### src/rtl/memory_bus_arbiter.sv
// ---------------------------------------------------------------------------
// memory_bus_arbiter
//
// Shares the one processor memory bus between instruction fetch (read-only)
// and load/store (read/write). Only one transaction is in flight at a time.
// Load/store has fixed priority. A streak counter stops fetch from starving:
// once MAX_DATA_STREAK data grants have been made while fetch was waiting,
// the next arbitration goes to fetch.
//
// Handshake: a requester raises req and holds it, together with its
// address/data, until it sees its one-cycle gnt pulse. A read finishes with a
// one-cycle rsp_valid pulse, and rdata holds until the next read for that
// port. A write never produces a response. Once the arbiter has sampled a
// request in IDLE, the transaction runs to completion even if req drops
// before gnt.
//
// Ports:
//   clk, reset                      rising-edge clock, async active-high reset
//   fetch_req/fetch_addr            fetch read request
//   fetch_gnt/fetch_rsp_valid       fetch grant pulse / read-data-valid pulse
//   fetch_rdata                     fetch read data (held)
//   data_req/data_we/data_addr/
//   data_wdata                      load/store request
//   data_gnt/data_rsp_valid         load/store grant pulse / load-valid pulse
//   data_rdata                      load data (held)
//   rd_mem_en/rd_mem_addr           read strobe/address to the memory/IO mux
//   rd_mem_data                     read data from the mux, RD_LATENCY later
//   wr_mem_en/wr_mem_addr/
//   wr_mem_data                     write strobe/address/data to the mux
//   busy                            high whenever the FSM is not IDLE
//   dbg_state_o                     current FSM state (IDLE=0 ISSUE=1
//                                   WAIT=2 RESP=3)
// ---------------------------------------------------------------------------
module memory_bus_arbiter #(
    parameter int ADDR_BITS       = 16,
    parameter int DATA_BITS       = 8,
    parameter int RD_LATENCY      = 1,
    parameter int MAX_DATA_STREAK = 4
) (
    input  logic                 clk,
    input  logic                 reset,
    input  logic                 fetch_req,
    input  logic [ADDR_BITS-1:0] fetch_addr,
    output logic                 fetch_gnt,
    output logic                 fetch_rsp_valid,
    output logic [DATA_BITS-1:0] fetch_rdata,
    input  logic                 data_req,
    input  logic                 data_we,
    input  logic [ADDR_BITS-1:0] data_addr,
    input  logic [DATA_BITS-1:0] data_wdata,
    output logic                 data_gnt,
    output logic                 data_rsp_valid,
    output logic [DATA_BITS-1:0] data_rdata,
    output logic                 rd_mem_en,
    output logic [ADDR_BITS-1:0] rd_mem_addr,
    input  logic [DATA_BITS-1:0] rd_mem_data,
    output logic                 wr_mem_en,
    output logic [ADDR_BITS-1:0] wr_mem_addr,
    output logic [DATA_BITS-1:0] wr_mem_data,
    output logic                 busy,
    output logic [1:0]           dbg_state_o
);

    typedef enum logic [1:0] {
        IDLE  = 2'd0,
        ISSUE = 2'd1,
        WAIT  = 2'd2,
        RESP  = 2'd3
    } state_t;

    localparam int SW = $clog2(MAX_DATA_STREAK + 1);
    localparam logic [SW-1:0] STREAK_MAX = SW'(MAX_DATA_STREAK);
    // RD_LATENCY is 1..4, so the WAIT countdown fits in two bits.
    localparam logic [1:0] WAIT_LOAD = 2'(RD_LATENCY - 1);

    state_t               state_q;
    logic [1:0]           wait_q;
    logic [SW-1:0]        streak_q;
    logic [SW-1:0]        streak_d;
    logic                 win_fetch_q;   // winner of the in-flight transaction
    logic                 we_q;          // in-flight transaction is a write
    logic                 fetch_gnt_q;
    logic                 data_gnt_q;
    logic                 fetch_rsp_q;
    logic                 data_rsp_q;
    logic [DATA_BITS-1:0] fetch_rdata_q;
    logic [DATA_BITS-1:0] data_rdata_q;
    logic                 rd_en_q;
    logic [ADDR_BITS-1:0] rd_addr_q;
    logic                 wr_en_q;
    logic [ADDR_BITS-1:0] wr_addr_q;
    logic [DATA_BITS-1:0] wr_data_q;

    logic any_req;
    logic fetch_wins;

    assign any_req    = fetch_req | data_req;
    // Fetch takes the bus when load/store is quiet or the streak is used up.
    assign fetch_wins = fetch_req & (~data_req | (streak_q == STREAK_MAX));

    // The streak only moves in IDLE, where arbitration happens.
    always_comb begin
        streak_d = streak_q;
        if (state_q == IDLE) begin
            if (!fetch_req) begin
                streak_d = '0;
            end else if (fetch_wins) begin
                streak_d = '0;
            end else if (streak_q != STREAK_MAX) begin
                // data_req won while fetch waited
                streak_d = streak_q + 1'b1;
            end
        end
    end

    always_ff @(posedge clk or posedge reset) begin
        if (reset) begin
            state_q       <= IDLE;
            wait_q        <= '0;
            streak_q      <= '0;
            win_fetch_q   <= 1'b0;
            we_q          <= 1'b0;
            fetch_gnt_q   <= 1'b0;
            data_gnt_q    <= 1'b0;
            fetch_rsp_q   <= 1'b0;
            data_rsp_q    <= 1'b0;
            fetch_rdata_q <= '0;
            data_rdata_q  <= '0;
            rd_en_q       <= 1'b0;
            rd_addr_q     <= '0;
            wr_en_q       <= 1'b0;
            wr_addr_q     <= '0;
            wr_data_q     <= '0;
        end else begin
            // Pulses default low; each is raised for exactly one state.
            fetch_gnt_q <= 1'b0;
            data_gnt_q  <= 1'b0;
            fetch_rsp_q <= 1'b0;
            data_rsp_q  <= 1'b0;
            rd_en_q     <= 1'b0;
            wr_en_q     <= 1'b0;
            streak_q    <= streak_d;

            case (state_q)
                IDLE: begin
                    if (any_req) begin
                        win_fetch_q <= fetch_wins;
                        we_q        <= ~fetch_wins & data_we;
                        fetch_gnt_q <= fetch_wins;
                        data_gnt_q  <= ~fetch_wins;
                        // Strobes and addresses are registered here so they
                        // appear together with gnt in ISSUE.
                        if (fetch_wins) begin
                            rd_en_q   <= 1'b1;
                            rd_addr_q <= fetch_addr;
                        end else if (!data_we) begin
                            rd_en_q   <= 1'b1;
                            rd_addr_q <= data_addr;
                        end else begin
                            wr_en_q   <= 1'b1;
                            wr_addr_q <= data_addr;
                            wr_data_q <= data_wdata;
                        end
                        state_q <= ISSUE;
                    end
                end
                ISSUE: begin
                    if (we_q) begin
                        state_q <= IDLE;
                    end else begin
                        wait_q  <= WAIT_LOAD;
                        state_q <= WAIT;
                    end
                end
                WAIT: begin
                    if (wait_q == 2'd0) begin
                        if (win_fetch_q) begin
                            fetch_rdata_q <= rd_mem_data;
                            fetch_rsp_q   <= 1'b1;
                        end else begin
                            data_rdata_q  <= rd_mem_data;
                            data_rsp_q    <= 1'b1;
                        end
                        state_q <= RESP;
                    end else begin
                        wait_q <= wait_q - 1'b1;
                    end
                end
                RESP: begin
                    state_q <= IDLE;
                end
                default: begin
                    state_q <= IDLE;
                end
            endcase
        end
    end

    assign fetch_gnt       = fetch_gnt_q;
    assign data_gnt        = data_gnt_q;
    assign fetch_rsp_valid = fetch_rsp_q;
    assign data_rsp_valid  = data_rsp_q;
    assign fetch_rdata     = fetch_rdata_q;
    assign data_rdata      = data_rdata_q;
    assign rd_mem_en       = rd_en_q;
    assign rd_mem_addr     = rd_addr_q;
    assign wr_mem_en       = wr_en_q;
    assign wr_mem_addr     = wr_addr_q;
    assign wr_mem_data     = wr_data_q;
    assign busy            = (state_q != IDLE);
    assign dbg_state_o     = state_q;

endmodule

### config.mk
export PLATFORM = sky130hd
export DESIGN_NAME = memory_bus_arbiter
export DESIGN_NICKNAME = d
export VERILOG_FILES = /design/src/rtl/memory_bus_arbiter.sv
export SDC_FILE = /design/constraint.sdc
export NUM_CORES = 1
export LEC_CHECK = 0
export CORE_ASPECT_RATIO = 0.6
export CORE_UTILIZATION = 40
export CTS_CLUSTER_SIZE = 40
export DETAILED_ROUTE_END_ITERATION = 8
export GPL_TIMING_DRIVEN = 0
export PLACE_DENSITY = 0.76
export SLEW_MARGIN = 0
export SYNTH_ARGS = -nofsm -noshare
export SYNTH_HDL_FRONTEND = slang
export SYNTH_SLANG_ARGS = --single-unit
### constraint.sdc
create_clock -name clk -period 7.07 [get_ports clk]
set_clock_uncertainty 0.15 [all_clocks]
set_input_delay 1.7675 -clock clk [delete_from_list [all_inputs] [get_ports clk]]
set_output_delay 1.7675 -clock clk [all_outputs]
set_load 0.02 [all_outputs]
==> results of run 1 <==
-- worst max-delay path, cell delays in order, from the launching register on --
cell and delay, ps:
sky130_fd_sc_hd__dfrtp_1 370, sky130_fd_sc_hd__buf_2 180, sky130_fd_sc_hd__nor2_4 240, sky130_fd_sc_hd__inv_1 140, sky130_fd_sc_hd__clkdlybuf4s50_1 560
-- metrics by stage --
| step | cells | instance area, um2 | util (%) | hold slack, ps |
|---|---|---|---|---|
| 6_report | 457 | 4580 | 66.3 | 346 |
| 5_1_grt | 457 | 4580 | 66.3 | 372 |
| 4_1_cts | 457 | 4580 | 66.3 | 354 |
| 3_5_place_dp | 441 | 4250 | 61.6 | 344 |
| 3_3_place_gp | 441 | 4250 | 61.5 | 326 |
| 2_1_floorplan | 237 | 2970 | - | 314 |
-- metal layers --
layer | GRT usage, % | routed length [um]
met5 | 0 | 0
met4 | 8.55 | 91
met3 | 10.3 | 751
met2 | 28.7 | 3030
met1 | 23.6 | 3140
-- cell usage after synthesis (2+ instances only) --
cell type                  instances  area [um2]
sky130_fd_sc_hd__ha_1              3        37.5
sky130_fd_sc_hd__o21ai_0           6        30.0
sky130_fd_sc_hd__nand2_1           4        15.0
sky130_fd_sc_hd__inv_1            59         221
sky130_fd_sc_hd__buf_2             7        35.0
sky130_fd_sc_hd__nor2_1            5        18.8
sky130_fd_sc_hd__a222oi_1         16         160
sky130_fd_sc_hd__nand3_1           2        10.0
sky130_fd_sc_hd__dfrtp_1          71        1780
sky130_fd_sc_hd__mux2_2           39         439
sky130_fd_sc_hd__a211oi_1          2        15.0
sky130_fd_sc_hd__a21oi_1           2        10.0
sky130_fd_sc_hd__nand2b_1          3        18.8
-- sequential cells by signal (all words and copies together), names as in the netlist, named ones only --
register / cells
data_gnt: 1
data_rdata: 8
data_rsp_valid: 1
dbg_state_o: 1
fetch_gnt: 1
fetch_rdata: 8
fetch_rsp_valid: 1
rd_mem_addr: 16
rd_mem_en: 1
streak_q: 3
wait_q: 2
we_q: 1
win_fetch_q: 1
wr_mem_addr: 16
wr_mem_data: 8
wr_mem_en: 1
-- area by class of cell --
type,count,area [um2]
multi-input combinational,98,910
clock buffer,14,294
clock inverter,2,35.0
tap,87,109
fill,533,2330
timing repair buffer,117,1170
buffer,9,61.3
inverter,59,224
sequential,71,1780
-- cell families (layout without fill, tap and decap cells) --
logic type | count (synthesis) | after routing | share of synthesized area (%)
flops | 71 | 71 | 59.8
simple gates | 24 | 24 | 5.52
buf+inv | 68 | 201 | 9.52
mux | 40 | 40 | 15.2
compound gates | 31 | 31 | 8.68
fa+ha+maj | 3 | 3 | 1.26
-- power by group through the flow --
stage	clock (mW)	combinational, mW	sequential [mW]
after floorplan	0	0.292	0.907
after global placement	0	0.961	0.688
after detailed placement	0	0.978	0.697
after CTS	0.493	0.980	0.694
after global routing	0.511	1.03	0.720
final	0.484	0.970	0.694
-- worst max path at each step --
stage,from,end
2_1_floorplan,reset,asynchronous set/reset pin
3_3_place_gp,reset,wr_mem_addr[11]$_DFFE_PP0P_
3_5_place_dp,fetch_req,rd_mem_addr[6]$_DFFE_PP0P_
4_1_cts,register,busy
5_1_grt,register,busy
6_report,register,busy
==> metrics list, run 1 <==
* Number of port buffers: 117
- Number of warnings printed during yosys synthesis: 0
- The net count of the finished layout is 421.
- Derived from the worst setup path, the maximum achievable clock frequency is 267 MHz.
- Data required time of the critical path: 5150 ps
- Counting cells, the worst reg-to-reg path comes to 7.
- Synthesis handed over a netlist of 237 instances.
- Total count of hold-check failures in the final report: 0
- Counting every sink on the clock net gives 71.
- Starting utilization of the core area: 43.0%
* Share of synthesized registers carrying an async set or reset: 100%
- Drt wl/cell: 15.4 um
- The first global-routing pass estimated 11100 um of wire.
* Cts repair resizes: 0
- For this design the static power due to leakage is 2.15 nW.
* Average via count per standard cell: 4.96
- The congestion estimate from routability-driven global placement came to 0.775.
- The startpoint identified for the worst hold timing path is wr_mem_data[4]$_DFFE_PP0P_.
* Unique masters post-synth: 31
- Transition time at the pin with the least slew margin: 875 ps
- The setup check on the worst reg-to-reg path leaves a slack of 5030 ps.
* Count of final setup violators: 0
- Final min period: 3740 ps
- The total overflow left after global routing is 0.
- The run finished with clean final reports.
- Peak fanout along the critical path: 9
* CTS tree: done
* Setup repair after global routing missed its margin: false
- Final count of pins violating max slew: 0
- The critical path is of the reg2out type.
* Overall global routing resource usage: 19.3%
* Drt drc: 0
* Number of max-cap violations: 0
- Detailed Place HPWL: 4990 um
- The die covers 0.00778 mm2.
- Switching power: 733 uW
- Number of buffers inserted by hold repair at cts: 0
* PD cells: 469 mW/mm2
- The worst setup path is launched from a register.
- Worst reg2reg endpoint: rd_mem_addr[6]$_DFFE_PP0P_
- Hold worst-path end: wr_mem_data[4]$_DFFE_PP0P_
* Mean instance size in the synthesized netlist: 12.5 um2
* Num ports: 118
* Most common flop cell mapped by yosys: sky130_fd_sc_hd__dfrtp_1
- Comb pwr share: 45.2%
- Count of TritonRoute iterations in the first routing pass: 7
- Switching power share of the total: 34.1%
* Buffer depth of the longest clock path: 2
- The count of nets left with antenna violations once routing finished came out at 0.
* Buffers inserted by post-CTS timing repair: 0
- The synthesized netlist occupies a cell area of 0.00297 mm2.
* TritonCTS buffer count: 9
- Clock latency on the worst-skew pair, taken at its later pin, is 330 ps.
* Arrival time worst endpoint: 1820 ps
- Worst IR Drop VDD: 0.000258 V
* Sequential cell area fraction in the yosys report: 59.8%
- The library cells used most frequently in the layout, excluding fill and tap cells, are sky130_fd_sc_hd__clkdlybuf4s50_1, sky130_fd_sc_hd__dfrtp_1, sky130_fd_sc_hd__inv_1, sky130_fd_sc_hd__mux2_2, sky130_fd_sc_hd__a222oi_1.
* Reg-to-Reg Start: streak_q[0]$_DFFE_PP0P_
- Prior to clock tree synthesis, the placed netlist has a worst setup slack of 3260 ps.
- Total internal power: 1.41 mW
* Leading cell type in the layout, fill and taps excluded: sky130_fd_sc_hd__clkdlybuf4s50_1
- Sequential Power Share: 32.3%
- Synthesis inferred 71 register bits.
- The tree is rooted in a sky130_fd_sc_hd__clkbuf_16.
* Number of enable flip-flop cells after synthesis: 0
- Clock transition at the registers of the reported paths: 50 ps
- The floorplan step set the die width to 113 um.
* Site Rows: 23
- H-Tree Depth: 3
- The via count of the first global-routing pass was 2219.
* Worst setup EP type: output pin
- In the final timing run, aggregate negative setup slack is 0 ps.
- The initial antenna violation count was 0.
* Post-synthesis to final-layout area growth: 54.3%
* Instance count along the most critical hold path: 1
- Wires add up to 7020 um.
* Post-Synthesis Net Count: 293
* Hold Crit Class: reg2reg
- Sum of internal, switching and leakage power: 2.15 mW
- Of the available clock period, the critical path in the final layout requires 52.9%.
- The die is 68.7 um tall.
- Setup slack closes at 3330 ps.
* Share of layout cells above drive strength 1: 19.2%
- Entering global routing, the biggest net connects 72 pins.
- The region available for standard cell placement spans 0.00691 mm2.
- Clock network fraction of total power: 22.5%
- The first routing iteration left 112 violations.
- Max transition margin: 41.7%
- Across all layers, the routed design uses 2267 vias.
- The repair_antennas step left the layout with diodes totalling 0.
Power figures use the tool's default switching activity.
==> run 2: changes to the inputs <==
==> constraint.sdc (replaced) <==
create_clock -name clk -period 3.62 [get_ports clk]
set_clock_uncertainty 0.15 [all_clocks]
set_input_delay 0.905 -clock clk [delete_from_list [all_inputs] [get_ports clk]]
set_output_delay 0.905 -clock clk [all_outputs]
set_load 0.02 [all_outputs]
==> results of run 2 <==
The final DEF is identical to that of run 1. Status: completed.
Among the figures that moved: setup slack after placement 3260 ps -> 672 ps; setup slack after layout 3330 ps -> 743 ps; register-to-register setup slack 5030 ps -> 1580 ps; total power 2.15 mW -> 4.19 mW; worst IR drop on VDD 0.000258 V -> 0.000503 V
==> run 3: changes to the inputs <==
==> constraint.sdc (replaced) <==
create_clock -name clk -period 2.7 [get_ports clk]
set_clock_uncertainty 0.15 [all_clocks]
set_input_delay 0.675 -clock clk [delete_from_list [all_inputs] [get_ports clk]]
set_output_delay 0.675 -clock clk [all_outputs]
set_load 0.02 [all_outputs]
==> run 3 against run 2 <==
Compared with the run above: flip-flop and latch count is the same; clock power grew 34%; register-to-register slack lost 930 ps; critical path type unchanged; highest routed layer unchanged.
==> metrics list, run 3 (synthesis results as in run 1) <==
- The run finished with clean final reports.
* Post-synthesis to final-layout area growth: 54.5%
- The proportion of layout cells with a drive suffix above 1 is 19.4% (+0.22 points).
- Die Footprint: 0.00778 mm2 (unchanged)
* Cts repair resizes: 0 (unchanged)
- Slowest CP cell: sky130_fd_sc_hd__clkdlybuf4s50_1
* Global routing's busiest layer: met2
* Cell at the root of the clock tree: sky130_fd_sc_hd__clkbuf_16
- The initial antenna violation count came to 0 (unchanged).
- Pre-CTS worst setup slack: -18.0 ps
- Startpoint type of the worst setup path: register
* Final instance count without filler cells: 458 (+0.22%)
- The highest net fanout along the worst path is 9 (unchanged).
* Final min period: 2540 ps
- The hold buffer count at CTS came to 0 (unchanged).
* Worst reg2reg endpoint: rd_mem_addr[6]$_DFFE_PP0P_
* Num ports: 118 (unchanged)
* Buffers inserted by post-CTS timing repair: 0 (unchanged)
- The die boundary width is 113 um (unchanged).
- Number of max-cap violations: 0 (unchanged)
- The worst hold path begins at wr_mem_data[4]$_DFFE_PP0P_.
* Layout filler cell count: 532 (-0.19%)
- The die height was 68.7 um (unchanged).
- The multi-input gate area in the final layout is 910 um2 (unchanged).
* TritonCTS buffer count: 9 (unchanged)
- Average via count per standard cell: 4.97 (about the same)
- Antenna violation net count after detailed routing: 0 (unchanged)
- The wire length of the first global-routing pass came to 11100 um (unchanged).
- The final hold slack was 346 ps (+0.00600 ps).
- The routing usage on met1 is 23.6% (unchanged).
- Cell breakdown of the critical path: buf_2 -> nor2_4 -> inv_1 -> clkdlybuf4s50_1
- Number of sinks driven by the clock tree: 71 (unchanged)
- Total via count after detailed routing: 2274 (+0.31%)
- Worst-case register-to-register setup slack: 650 ps
- The first-pass iteration count of the detailed router was 5 (-2).
* Transition time at the pin with the least slew margin: 882 ps (+7.34 ps)
- PD cells: 1230 mW/mm2
- Max stage delay on crit path: 620 ps (+60 ps)
* Max Fclk: 393 MHz
* Total Routed Length: 7060 um (+0.54%)
* Global routing usage on met2: 28.7% (unchanged)
- Number of violations reported at the end of detailed-routing iteration 0: 104 (-7.1%)
- Setup repair after global routing left no endpoint under its margin.
- The number of nets in the layout is 422 (+0.24%).
- The source-to-sink clock delay at the later pin of the worst-skew pair came to 330 ps (about the same).
- Clock transition at the registers of the reported paths: 50 ps (about the same)
* Reg-to-Reg Start: streak_q[0]$_DFFE_PP0P_
- Site Rows: 23 (unchanged)
- After layout, the worst setup slack is 157 ps.
- The total congestion overflow came to 0 (unchanged).
* M3 GR Usage: 10.3% (unchanged)
- Area of the core: 0.00691 mm2 (unchanged)
- The count of buffers from port buffering came to 117 (unchanged).
* Buffer depth of the longest clock path: 2 (unchanged)
- The area of all sequential standard cells came to 0.00178 mm2 (unchanged).
- H-Tree Depth: 3 (unchanged)
- Leakage power total: 2.16 nW (+0.23%)
* Drt wl/cell: 15.4 um (+0.32%)
* Hold Crit Class: reg2reg
- The estimated wirelength of the detail-placed design was 4990 um (unchanged).
- Cell Count Post-Placement: 441 (unchanged)
* Worst IR Drop VDD: 0.000673 V
- The number of pins exceeding their max-slew limit in the final report was 0 (unchanged).
- The starting utilization of the core area came to 43.0% (unchanged).
* CP Class: reg2out
- The cell count of the worst reg-to-reg path is 7 (unchanged).
* Total count of hold-check failures in the final report: 0 (unchanged)
- Worst setup EP type: output pin
- The overall routing resource usage came to 19.3% (unchanged).
- The placer congestion estimate was 0.775 (unchanged).
* Max transition margin: 41.2% (-0.49 points)
* Arrival time worst endpoint: 1720 ps (-100 ps)
- Final worst path period share: 94.2%
* CTS tree: done
- Leaving out fill and tap cells, the most frequent cells in the layout are sky130_fd_sc_hd__clkdlybuf4s50_1, sky130_fd_sc_hd__dfrtp_1, sky130_fd_sc_hd__inv_1, sky130_fd_sc_hd__mux2_2, sky130_fd_sc_hd__a222oi_1.
* Drt drc: 0 (unchanged)
- The number of antenna cells inserted was 0 (unchanged).
- End of the critical path: busy
- The library cell used most frequently in the layout, excluding fill and tap cells, is sky130_fd_sc_hd__clkdlybuf4s50_1.
- Maximum number of pins on one net before global-route repair: 72 (unchanged)
* Count of final setup violators: 0 (unchanged)
- STA puts the critical path data required time at 1880 ps.
- Number of global-route vias before repair: 2219 (unchanged)
run 3: changes by cell type in the layout (fill, tap and decap cells not counted):
cell and delta:
sky130_fd_sc_hd__buf_4 +1
run 3: how the worst min path moves through the flow:
stage	endpoint	slack, ps	depth (start not counted)
5_1_grt	wr_mem_addr[1]$_DFFE_PP0P_	370	1
3_3_place_gp	wr_mem_data[4]$_DFFE_PP0P_	330	1
3_5_place_dp	fetch_rdata[6]$_DFFE_PP0P_	340	1
2_1_floorplan	we_q$_DFFE_PP0P_	310	2
4_1_cts	wr_mem_addr[12]$_DFFE_PP0P_	350	1
6_report	wr_mem_data[4]$_DFFE_PP0P_	350	1
run 3: cell type report:
type | instances | area share, %
clock inverter | 2 | 0.764
timing repair buffer | 118 | 25.7
multi-input combinational | 98 | 19.8
clock buffer | 14 | 6.41
buffer | 9 | 1.34
sequential | 71 | 38.7
tap | 87 | 2.37
inverter | 59 | 4.88
run 3: critical path: cells and delay by family, from the launching register on:
kind	cells	cell delay (ps)
flip-flops	1	340
buffers and inverters	3	980
AND/OR/NAND/NOR	1	70
run 3: where the power goes:
group | internal, mW | switching [mW]
clock | 0.839 | 0.428
sequential | 1.55 | 0.264
combinational | 1.32 | 1.23
total | 3.72 | 1.92
run 3: metal layers:
metal  vias up  share of wire [%]
met4         0                1.3
li1       1060                  -
met1      1111                 45
met2        95                 43
met3         8                 11
met5         -                  0
run 3: per-stage QoR:
step | TNS (ps) | utilization (%) | instance area, um2 | total power, mW
global placement | -80980 | 61.5 | 4250 | 4.32
global route | 0 | 66.4 | 4590 | 5.94
floorplan | 0 | - | 2970 | 3.14
finish | 0 | 66.4 | 4590 | 5.64
detailed placement | -18.0 | 61.6 | 4250 | 4.38
CTS | 0 | 66.3 | 4580 | 5.68
